$ cat config.mk
export PLATFORM = sky130hd
export DESIGN_NAME = lfsr_stream_scrambler
export DESIGN_NICKNAME = d
export VERILOG_FILES = /design/src/rtl/scrambler_pkg.sv /design/src/rtl/lfsr_step_comb.sv /design/src/rtl/lfsr_stream_scrambler.sv
export SDC_FILE = /design/constraint.sdc
export NUM_CORES = 1
export LEC_CHECK = 0
export BUFFER_PORTS_ARGS = -buffer_cell sky130_fd_sc_hd__buf_2
export CORE_ASPECT_RATIO = 1.2
export CORE_MARGIN = 3
export CORE_UTILIZATION = 40
export DETAILED_ROUTE_END_ITERATION = 7
export GPL_TIMING_DRIVEN = 0
export PLACE_DENSITY = 0.58
export SKIP_CTS_REPAIR_TIMING = 1
export SLEW_MARGIN = 20
export SYNTH_ARGS = -nofsm -noshare
export SYNTH_HDL_FRONTEND = slang
export SYNTH_SLANG_ARGS = --single-unit
$ cat constraint.sdc
create_clock -name clk -period 1.5 [get_ports clk]
set_input_delay 0.45 -clock clk [delete_from_list [all_inputs] [get_ports clk]]
set_output_delay 0.45 -clock clk [all_outputs]
set_load 0.01 [all_outputs]
$ cat src/rtl/scrambler_pkg.sv
// Shared definitions for the LFSR scrambler family: mode encodings, default
// polynomial/seed and the generic multi-bit LFSR step used by all instances.
package scrambler_pkg;

    localparam int unsigned MAX_LFSR_W = 32;
    localparam int unsigned MAX_DATA_W = 64;

    localparam logic [1:0] MODE_ADDITIVE = 2'd0;
    localparam logic [1:0] MODE_SS_SCR   = 2'd1;
    localparam logic [1:0] MODE_SS_DESCR = 2'd2;

    // x^15 + x^14 + 1 and its customary non-zero start value
    localparam logic [14:0] DEFAULT_POLY      = 15'h6000;
    localparam logic [14:0] DEFAULT_INIT_SEED = 15'h4A80;

    typedef struct packed {
        logic [MAX_LFSR_W-1:0] state;
        logic [MAX_DATA_W-1:0] data;
    } step_res_t;

    // Processes data_w bits LSB first; state bits at or above lfsr_w stay zero.
    function automatic step_res_t lfsr_step_n(
        input logic [MAX_LFSR_W-1:0] state,
        input logic [MAX_DATA_W-1:0] data,
        input logic [MAX_LFSR_W-1:0] poly,
        input logic [1:0]            mode,
        input int unsigned           lfsr_w,
        input int unsigned           data_w
    );
        step_res_t             res;
        logic [MAX_LFSR_W-1:0] s;
        logic [MAX_LFSR_W-1:0] mask;
        logic                  fb;
        logic                  x;
        logic                  y;
        logic                  shift_in;

        mask     = (lfsr_w >= MAX_LFSR_W) ? '1 : ((MAX_LFSR_W'(1) << lfsr_w) - MAX_LFSR_W'(1));
        s        = state & mask;
        res.data = '0;
        for (int unsigned i = 0; i < MAX_DATA_W; i++) begin
            if (i < data_w) begin
                fb = ^(s & poly);
                x  = data[6'(i)];
                y  = x ^ fb;
                case (mode)
                    MODE_SS_SCR:   shift_in = y;
                    MODE_SS_DESCR: shift_in = x;
                    default:       shift_in = fb;
                endcase
                res.data[6'(i)] = y;
                s = {s[MAX_LFSR_W-2:0], shift_in} & mask;
            end
        end
        res.state = s;
        return res;
    endfunction

endpackage

$ cat src/rtl/lfsr_step_comb.sv
// Combinational DATA_W-bit LFSR step (unrolled); shared with the CRC/PRBS checker.
module lfsr_step_comb
    import scrambler_pkg::*;
#(
    parameter int unsigned       DATA_W = 8,
    parameter int unsigned       LFSR_W = 15,
    parameter logic [LFSR_W-1:0] POLY   = LFSR_W'(DEFAULT_POLY),
    parameter logic [1:0]        MODE   = MODE_ADDITIVE
) (
    input  logic [LFSR_W-1:0] state_i,
    input  logic [DATA_W-1:0] data_i,
    input  logic              bypass_i,
    output logic [LFSR_W-1:0] state_o,
    output logic [DATA_W-1:0] data_o
);

    step_res_t res;
    logic      unused_res;

    always_comb begin
        res = lfsr_step_n(MAX_LFSR_W'(state_i), MAX_DATA_W'(data_i), MAX_LFSR_W'(POLY),
                          MODE, LFSR_W, DATA_W);
    end

    // Bypass only affects the data path; the state still follows the mode.
    assign state_o    = res.state[LFSR_W-1:0];
    assign data_o     = bypass_i ? data_i : res.data[DATA_W-1:0];
    assign unused_res = ^res;

endmodule

$ cat src/rtl/lfsr_stream_scrambler.sv
// Streaming LFSR scrambler/descrambler with runtime seed load, per-frame reseed
// and a single registered output stage (1-cycle latency).
module lfsr_stream_scrambler
    import scrambler_pkg::*;
#(
    parameter int unsigned       DATA_W     = 8,
    parameter int unsigned       LFSR_W     = 15,
    parameter logic [LFSR_W-1:0] POLY       = LFSR_W'(DEFAULT_POLY),
    parameter logic [LFSR_W-1:0] INIT_SEED  = LFSR_W'(DEFAULT_INIT_SEED),
    parameter logic [1:0]        MODE       = MODE_ADDITIVE,
    parameter bit                SOF_RESEED = 1'b1
) (
    input  logic              clk,
    input  logic              rst,
    input  logic              load,
    input  logic [LFSR_W-1:0] seed_in,
    input  logic              bypass,
    input  logic              in_valid,
    output logic              in_ready,
    input  logic [DATA_W-1:0] in_data,
    input  logic              in_sof,
    input  logic              in_eof,
    output logic              out_valid,
    input  logic              out_ready,
    output logic [DATA_W-1:0] out_data,
    output logic              out_sof,
    output logic              out_eof
);

    logic [LFSR_W-1:0] seed_q, seed_d;
    logic [LFSR_W-1:0] lfsr_q, lfsr_d;
    logic [LFSR_W-1:0] step_state_in;
    logic [LFSR_W-1:0] step_state_out;
    logic [DATA_W-1:0] step_data_out;
    logic [DATA_W-1:0] out_data_q, out_data_d;
    logic              out_valid_q, out_valid_d;
    logic              out_sof_q, out_sof_d;
    logic              out_eof_q, out_eof_d;
    logic              accept;

    // A load cycle never accepts, so seed capture and stepping cannot collide.
    assign in_ready = !load && (!out_valid_q || out_ready);
    assign accept   = in_valid && in_ready;

    assign step_state_in = (SOF_RESEED && in_sof) ? seed_q : lfsr_q;

    lfsr_step_comb #(
        .DATA_W (DATA_W),
        .LFSR_W (LFSR_W),
        .POLY   (POLY),
        .MODE   (MODE)
    ) u_step (
        .state_i  (step_state_in),
        .data_i   (in_data),
        .bypass_i (bypass),
        .state_o  (step_state_out),
        .data_o   (step_data_out)
    );

    always_comb begin
        seed_d      = seed_q;
        lfsr_d      = lfsr_q;
        out_valid_d = out_valid_q;
        out_data_d  = out_data_q;
        out_sof_d   = out_sof_q;
        out_eof_d   = out_eof_q;

        if (load) begin
            seed_d = seed_in;
            lfsr_d = seed_in;
        end

        if (accept) begin
            lfsr_d      = step_state_out;
            out_valid_d = 1'b1;
            out_data_d  = step_data_out;
            out_sof_d   = in_sof;
            out_eof_d   = in_eof;
        end else if (out_ready) begin
            out_valid_d = 1'b0;
        end
    end

    always_ff @(posedge clk or posedge rst) begin
        if (rst) begin
            seed_q      <= INIT_SEED;
            lfsr_q      <= INIT_SEED;
            out_valid_q <= 1'b0;
            out_data_q  <= '0;
            out_sof_q   <= 1'b0;
            out_eof_q   <= 1'b0;
        end else begin
            seed_q      <= seed_d;
            lfsr_q      <= lfsr_d;
            out_valid_q <= out_valid_d;
            out_data_q  <= out_data_d;
            out_sof_q   <= out_sof_d;
            out_eof_q   <= out_eof_d;
        end
    end

    assign out_valid = out_valid_q;
    assign out_data  = out_data_q;
    assign out_sof   = out_sof_q;
    assign out_eof   = out_eof_q;

endmodule
==> results of run 1 <==
## layout make-up
class                   count  area share [%]
multi-input cells         136            37.9
repair buffers             48            10.6
plain buffers              13            3.62
clock buffers               7            3.38
well taps                  60            2.94
inverters                   7            1.03
flip-flops and latches     41            40.5
## sequential cells by signal, indices dropped and copies added (netlist names)
signal	cells
lfsr_q	15
seed_q	15
out_data	8
out_eof	1
out_sof	1
out_valid	1
## synth_stat cells
| library cell | n |
|---|---|
| dfrtp_1 | 33 |
| xnor2_1 | 24 |
| nand2_1 | 21 |
| a211oi_1 | 15 |
| nor2b_1 | 15 |
| mux2_2 | 9 |
| a221o_1 | 8 |
| dfstp_2 | 8 |
| nand2b_1 | 8 |
| o21ai_1 | 8 |
| buf_2 | 7 |
| inv_1 | 7 |
| o22ai_1 | 7 |
| a31oi_1 | 6 |
| o21ai_0 | 6 |
| buf_4 | 3 |
| a21oi_1 | 1 |
| buf_1 | 1 |
| buf_6 | 1 |
| clkbuf_1 | 1 |
| mux2i_1 | 1 |
| nand3b_1 | 1 |
| nor2_1 | 1 |
| nor2_2 | 1 |
| nor2b_4 | 1 |
| nor3b_4 | 1 |
| o22ai_2 | 1 |
| or2_1 | 1 |
## metal layers
layer	wire, µm	global-route usage, %	vias up
met4	117	7.18	0
met3	354	3.20	9
met2	2450	28.0	52
met5	0	0	-
met1	2290	23.8	773
li1	-	-	795
## cells by family after synthesis
kind of cell / share of synthesized area [%]
mux: 5.30
xor+xnor: 10.0
buf+inv: 4.88
compound gates: 17.2
flops: 49.3
simple gates: 13.3
## worst max-delay path, cell delays in order
cell    delay [ps]
buf_6          120
buf_6          130
buf_8          130
nor2_2          90
buf_2          130
## per-stage QoR
stage               TNS, ps  total power (µW)
floorplan                 0              1870
global placement     -18420              2090
detailed placement    -1240              2110
CTS                    -243              2850
global route          -30.4              3000
finish                -1.93              2830
## how the worst min path moves through the flow
stage | from | to | depth (start not counted)
3_3_place_gp | out_eof$_DFFE_PP0P_ | out_eof$_DFFE_PP0P_ | 2
6_report | rst | seed_q[1]$_DFFE_PP0P_ | 2
2_1_floorplan | seed_q[11]$_DFFE_PP1P_ | seed_q[11]$_DFFE_PP1P_ | 2
3_5_place_dp | rst | lfsr_q[3]$_DFFE_PP0P_ | 2
5_1_grt | rst | lfsr_q[3]$_DFFE_PP0P_ | 2
4_1_cts | rst | seed_q[1]$_DFFE_PP0P_ | 2
## where the power goes
part           internal, µW  total (µW)  switching, µW  leakage, µW
logic                   360         705            346     0.000585
registers              1280        1400            115     0.000481
clock network           365         732            366    0.0000443
total                  2010        2830            827      0.00111
==> metrics.md, run 1 <==
| Metric | Value |
|---|---|
| GRT Total Usage | 17.7% |
| Share of cells above drive strength 1 | 34.9% |
| Vias in the first global route | 1,651 |
| CP arrival | 1050 ps |
| VDD IR max | 0.000401 V |
| Commonest non-fill, non-tap cell in the layout | buf_2 |
| Failing checks | setup timing |
| Synth unique cells | 28 |
| Die H | 85.4 µm |
| Total wire length | 5210 µm |
| Core area | 5010 µm² |
| Max clock buf depth | 2 |
| Routability congestion estimate | 0.773 |
| Setup ws final | -1.93 ps |
| Layout overhead on the synthesized area | 21.7% |
| Storage cell area | 1040 µm² |
| Final hold violation count | 0 |
| WL/cell | 16.7 µm |
| Synth Instances | 197 |
| R2r worst-path depth | 4 |
| Final Skew | 5.96 ps |
| Via/cell ratio | 5.22 |
| Row count | 28 |
| Critical Path Sink Type | output port |
| Setup violators final | 1 |
| Port buffer count | 42 |
| Final Util | 51.0% |
| Worst reg-to-reg setup slack | 70 ps |
| Req. time, crit path | 1050 ps |
| Yosys warnings | 0 |
| Fmax | 666 MHz |
| Largest net degree at the start of global routing | 26 |
| Hpwl dp | 3720 µm |
| Pwr/cell area | 1110 nW/µm² |
| Register area share after synthesis | 49.3% |
| Post-route DRC | 0 |
| CP Launch Type | primary input |
| Die Wd | 72.2 µm |
| Crit. Startpoint | load |
| H-tree depth reported by CTS | 2 |
| Reg2Reg Launch Point | out_valid$_DFFE_PP0P_ |
| Syn nets | 228 |
| Max-cap violations | 0 |
| Setup slack at placement | -239 ps |
| Area occupied by multi-input gates | 970 µm² |
| Pre-Repair DR Iteration Count | 4 |
| Antenna cells | 0 |
| Worst-margin pin slew | 504 ps |
| CTS tree | built |
| Num CTS Buffers | 5 |
| Initial antenna violation count | 0 |
| Root buffer cell | clkbuf_8 |
| Syn avg cell area | 10.7 µm² |
| Design area | 2560 µm² |
| Reg-to-reg endpoint | lfsr_q[6]$_DFFE_PP0P_ |
| Critical Path Sink | in_ready |
| I/O pins | 43 |
| Cell accounting for the most synthesized area | dfrtp_1 |
| Area of placed instances | 2410 µm² |
| RSZ-0062 raised after global routing | true |
| Initial cell density of the core | 41.9% |
| Clock Sinks | 41 |
| Worst-path fanout max | 9 |
| Routed Antenna Nets | 0 |
| Fillers | 489 |
| First-pass GRT wire length | 8270 µm |
| #FFs+latches synth | 41 |
| Most frequent cells in the layout | buf_2 (47), dfrtp_1 (33), xnor2_1 (24), nand2_1 (21) |
| Net count, final | 283 |
| Overflow after GRT | 0 |
| DR iter-0 viols | 86 |
| Vias | 1,629 |
| Pins Over Slew Limit | 0 |
| Clock Pin Slew Worst Setup and Hold Paths | 80 ps |
| Non-Filler Instances | 312 |
| Rel. slew slack | 66.4% |
| Die Area | 6160 µm² |
| Crit path time final | 1500 ps |
| Fin Hold WS | 136 ps |
| Top cell type's share of synthesized area | 39.3% |
| Synth Cell Area | 2100 µm² |
| Placed cell count | 300 |
| Latest clock arrival within the worst-skew pair | 290 ps |
| Final period utilization | 100% |
| Status | finished with violations |
| WS Path Type | primary input to output port |
| Synth top area cells | dfrtp_1 (39%), dfstp_2 (10%), xnor2_1 (10%), a211oi_1 (5.4%), mux2_2 (4.8%) |
| Leakage power | 0.00111 µW |
| Type of the most critical hold path | primary input to async pin |
Power figures use the tool's default switching activity.
==> inputs of run 2 (changes only) <==
--- a/config.mk
+++ b/config.mk
@@ -10,6 +10,6 @@
 export CORE_MARGIN = 3
-export CORE_UTILIZATION = 40
+export CORE_UTILIZATION = 50
 export DETAILED_ROUTE_END_ITERATION = 7
 export GPL_TIMING_DRIVEN = 0
-export PLACE_DENSITY = 0.58
+export PLACE_DENSITY = 0.71
 export SKIP_CTS_REPAIR_TIMING = 1
--- a/constraint.sdc
+++ b/constraint.sdc
@@ -3,2 +3,2 @@
 set_output_delay 0.45 -clock clk [all_outputs]
-set_load 0.01 [all_outputs]
+set_load 0.05 [all_outputs]
==> metrics.md, run 2 (synthesized netlist as in run 1, its figures left out) <==
| Metric | Value |
|---|---|
| Status | finished with violations (unchanged) |
| Failing checks | setup timing (unchanged) |
| Initial cell density of the core | 52.5% (was 41.9%) |
| H-tree depth reported by CTS | 2 (unchanged) |
| Worst-margin pin slew | 578 ps (was 504 ps) |
| Post-route DRC | 0 (unchanged) |
| CTS tree | built (unchanged) |
| First-pass GRT wire length | 8270 µm (about the same) |
| Leakage power | 0.00113 µW (was 0.00111 µW) |
| Overflow after GRT | 0 (unchanged) |
| Critical Path Sink Type | output port (unchanged) |
| Routed Antenna Nets | 0 (unchanged) |
| RSZ-0062 raised after global routing | true (unchanged) |
| Final hold violation count | 0 (unchanged) |
| Die Area | 5020 µm² (was 6160 µm²) |
| Wl on met1 | 2250 µm (was 2290 µm) |
| Via/cell ratio | 5.35 (was 5.22) |
| Pwr/cell area | 1170 nW/µm² (was 1110 nW/µm²) |
| DR iter-0 viols | 96 (was 86) |
| Die H | 77.0 µm (was 85.4 µm) |
| Worst-path fanout max | 8 (was 9) |
| Hpwl dp | 3520 µm (was 3720 µm) |
| Clock share of power | 23.4% (was 25.8%) |
| Routed wl met3 | 309 µm (was 354 µm) |
| Type of the most critical hold path | primary input to async pin (unchanged) |
| Root buffer cell | clkbuf_8 (unchanged) |
| Routability congestion estimate | 0.780 (was 0.773) |
| Fin Hold WS | 144 ps (was 136 ps) |
| Rel. slew slack | 61.5% (was 66.4%) |
| Non-Filler Instances | 309 (was 312) |
| Setup slack at placement | -295 ps (was -239 ps) |
| I/O pins | 43 (unchanged) |
| Initial antenna violation count | 0 (unchanged) |
| Clock Sinks | 41 (unchanged) |
| Fmax | 643 MHz (was 666 MHz) |
| VDD IR max | 0.000861 V (was 0.000401 V) |
| Max-cap violations | 0 (unchanged) |
| Net switching power | 1060 µW (was 827 µW) |
| Crit path time final | 1560 ps (was 1500 ps) |
| Setup ws final | -55.9 ps (was -1.93 ps) |
| CP arrival | 1110 ps (was 1050 ps) |
| Core area | 4000 µm² (was 5010 µm²) |
| Pins Over Slew Limit | 0 (unchanged) |
| Share of cells above drive strength 1 | 38.4% (was 34.9%) |
| Setup violators final | 1 (unchanged) |
| Logic gate share of total power | 30.7% (was 24.9%) |
| Most frequent cells in the layout | buf_2 (45), dfrtp_1 (32), xnor2_1 (24), nand2_1 (21), nor2b_1 (15) (was buf_2 (47), dfrtp_1 (33), xnor2_1 (24), nand2_1 (21)) |
| Largest net degree at the start of global routing | 25 (was 26) |
| Top Layer Used | met4 (unchanged) |
| Final period utilization | 104% (was 100%) |
| Placed cell count | 294 (was 300) |
| Max clock buf depth | 2 (unchanged) |
| CP Launch Type | primary input (unchanged) |
| Num CTS Buffers | 5 (unchanged) |
| Net count, final | 285 (was 283) |
| Total wire length | 5070 µm (was 5210 µm) |
| WS Path Type | primary input to output port (unchanged) |
| Design area | 2610 µm² (was 2560 µm²) |
| Pre-Repair DR Iteration Count | 4 (unchanged) |
| Req. time, crit path | 1050 ps (about the same) |
| Layout overhead on the synthesized area | 24.1% (was 21.7%) |
| Met2 WL | 2440 µm (was 2450 µm) |
| Port buffer count | 42 (unchanged) |
| Final Skew | 8.87 ps (was 5.96 ps) |
| Switch share | 35.0% (was 29.2%) |
| Antenna cells | 0 (unchanged) |
| Clock Pin Slew Worst Setup and Hold Paths | 80 ps (about the same) |
| Vias | 1,653 (was 1,629) |
| Row count | 25 (was 28) |
| Commonest non-fill, non-tap cell in the layout | buf_2 (unchanged) |
| Latest clock arrival within the worst-skew pair | 300 ps (was 290 ps) |
| Die Wd | 65.2 µm (was 72.2 µm) |
| WL/cell | 16.4 µm (was 16.7 µm) |
| Pint | 1980 µW (was 2010 µW) |
| Area of placed instances | 2410 µm² (about the same) |
| Setup TNS | -55.9 ps (was -1.93 ps) |
| Vias in the first global route | 1,680 (was 1,651) |
| Fraction of power consumed by sequential logic | 45.9% (was 49.3%) |
| GRT Total Usage | 21.5% (was 17.7%) |
run 2: changes by cell type in the layout (fill, tap and decap cells not counted), moves of 2 or more:
cell | previous run | this run
clkinv_2 | 0 | 2
a211oi_1 | 15 | 10
buf_2 | 47 | 45
buf_4 | 7 | 10
a211oi_2 | 0 | 5
run 2: final cells by class:
type / instances / area (µm²)
repair buffers: 50 / 303
inverters: 7 / 26.3
clock inverters: 3 / 17.5
clock buffers: 5 / 68.8
multi-input cells: 136 / 995
plain buffers: 13 / 92.6
well taps: 54 / 67.6
flip-flops and latches: 41 / 1040
fillers: 367 / 1400
run 2: path summary, 6_finish.rpt:
kind	to	cells after the start	slack (ps)	start
worst min-delay path	lfsr_q[10]$_DFFE_PP0P_	2	140	rst
max in group asynchronous	lfsr_q[11]$_DFFE_PP1P_	3	810	rst
worst max-delay path	in_ready	5	-60	load
worst min register to register	out_sof$_DFFE_PP0P_	2	480	out_sof$_DFFE_PP0P_
worst max register to register	lfsr_q[10]$_DFFE_PP0P_	6	70	out_valid$_DFFE_PP0P_
min in group clk	out_eof$_DFFE_PP0P_	3	340	in_eof
run 2: critical path, cell delays in order:
cell and delay (ps):
clkbuf_4 150, buf_6 140, buf_8 130, nor2_4 90
buf_8 150
run 2: metal layers:
layer | track usage, % | vias to the layer above
met5 | 0 | -
met4 | 7.47 | 0
met3 | 4.98 | 8
met2 | 33.5 | 58
met1 | 29.2 | 779
li1 | - | 808
run 2: through the flow:
| step | total power (µW) | utilization (%) |
|---|---|---|
| CTS | 3010 | 62.5 |
| detailed placement | 2300 | 60.3 |
| global route | 3210 | 65.1 |
| finish | 3040 | 65.1 |
| global placement | 2280 | 59.6 |
| floorplan | 2070 | - |
run 2: power by group through the flow:
stage / sequential, µW / combinational [µW] / clock (µW)
detailed placement: 1420 / 890 / 0
CTS: 1390 / 894 / 727
finish: 1400 / 935 / 713
global route: 1410 / 1010 / 786
global placement: 1410 / 867 / 0
floorplan: 1610 / 458 / 0
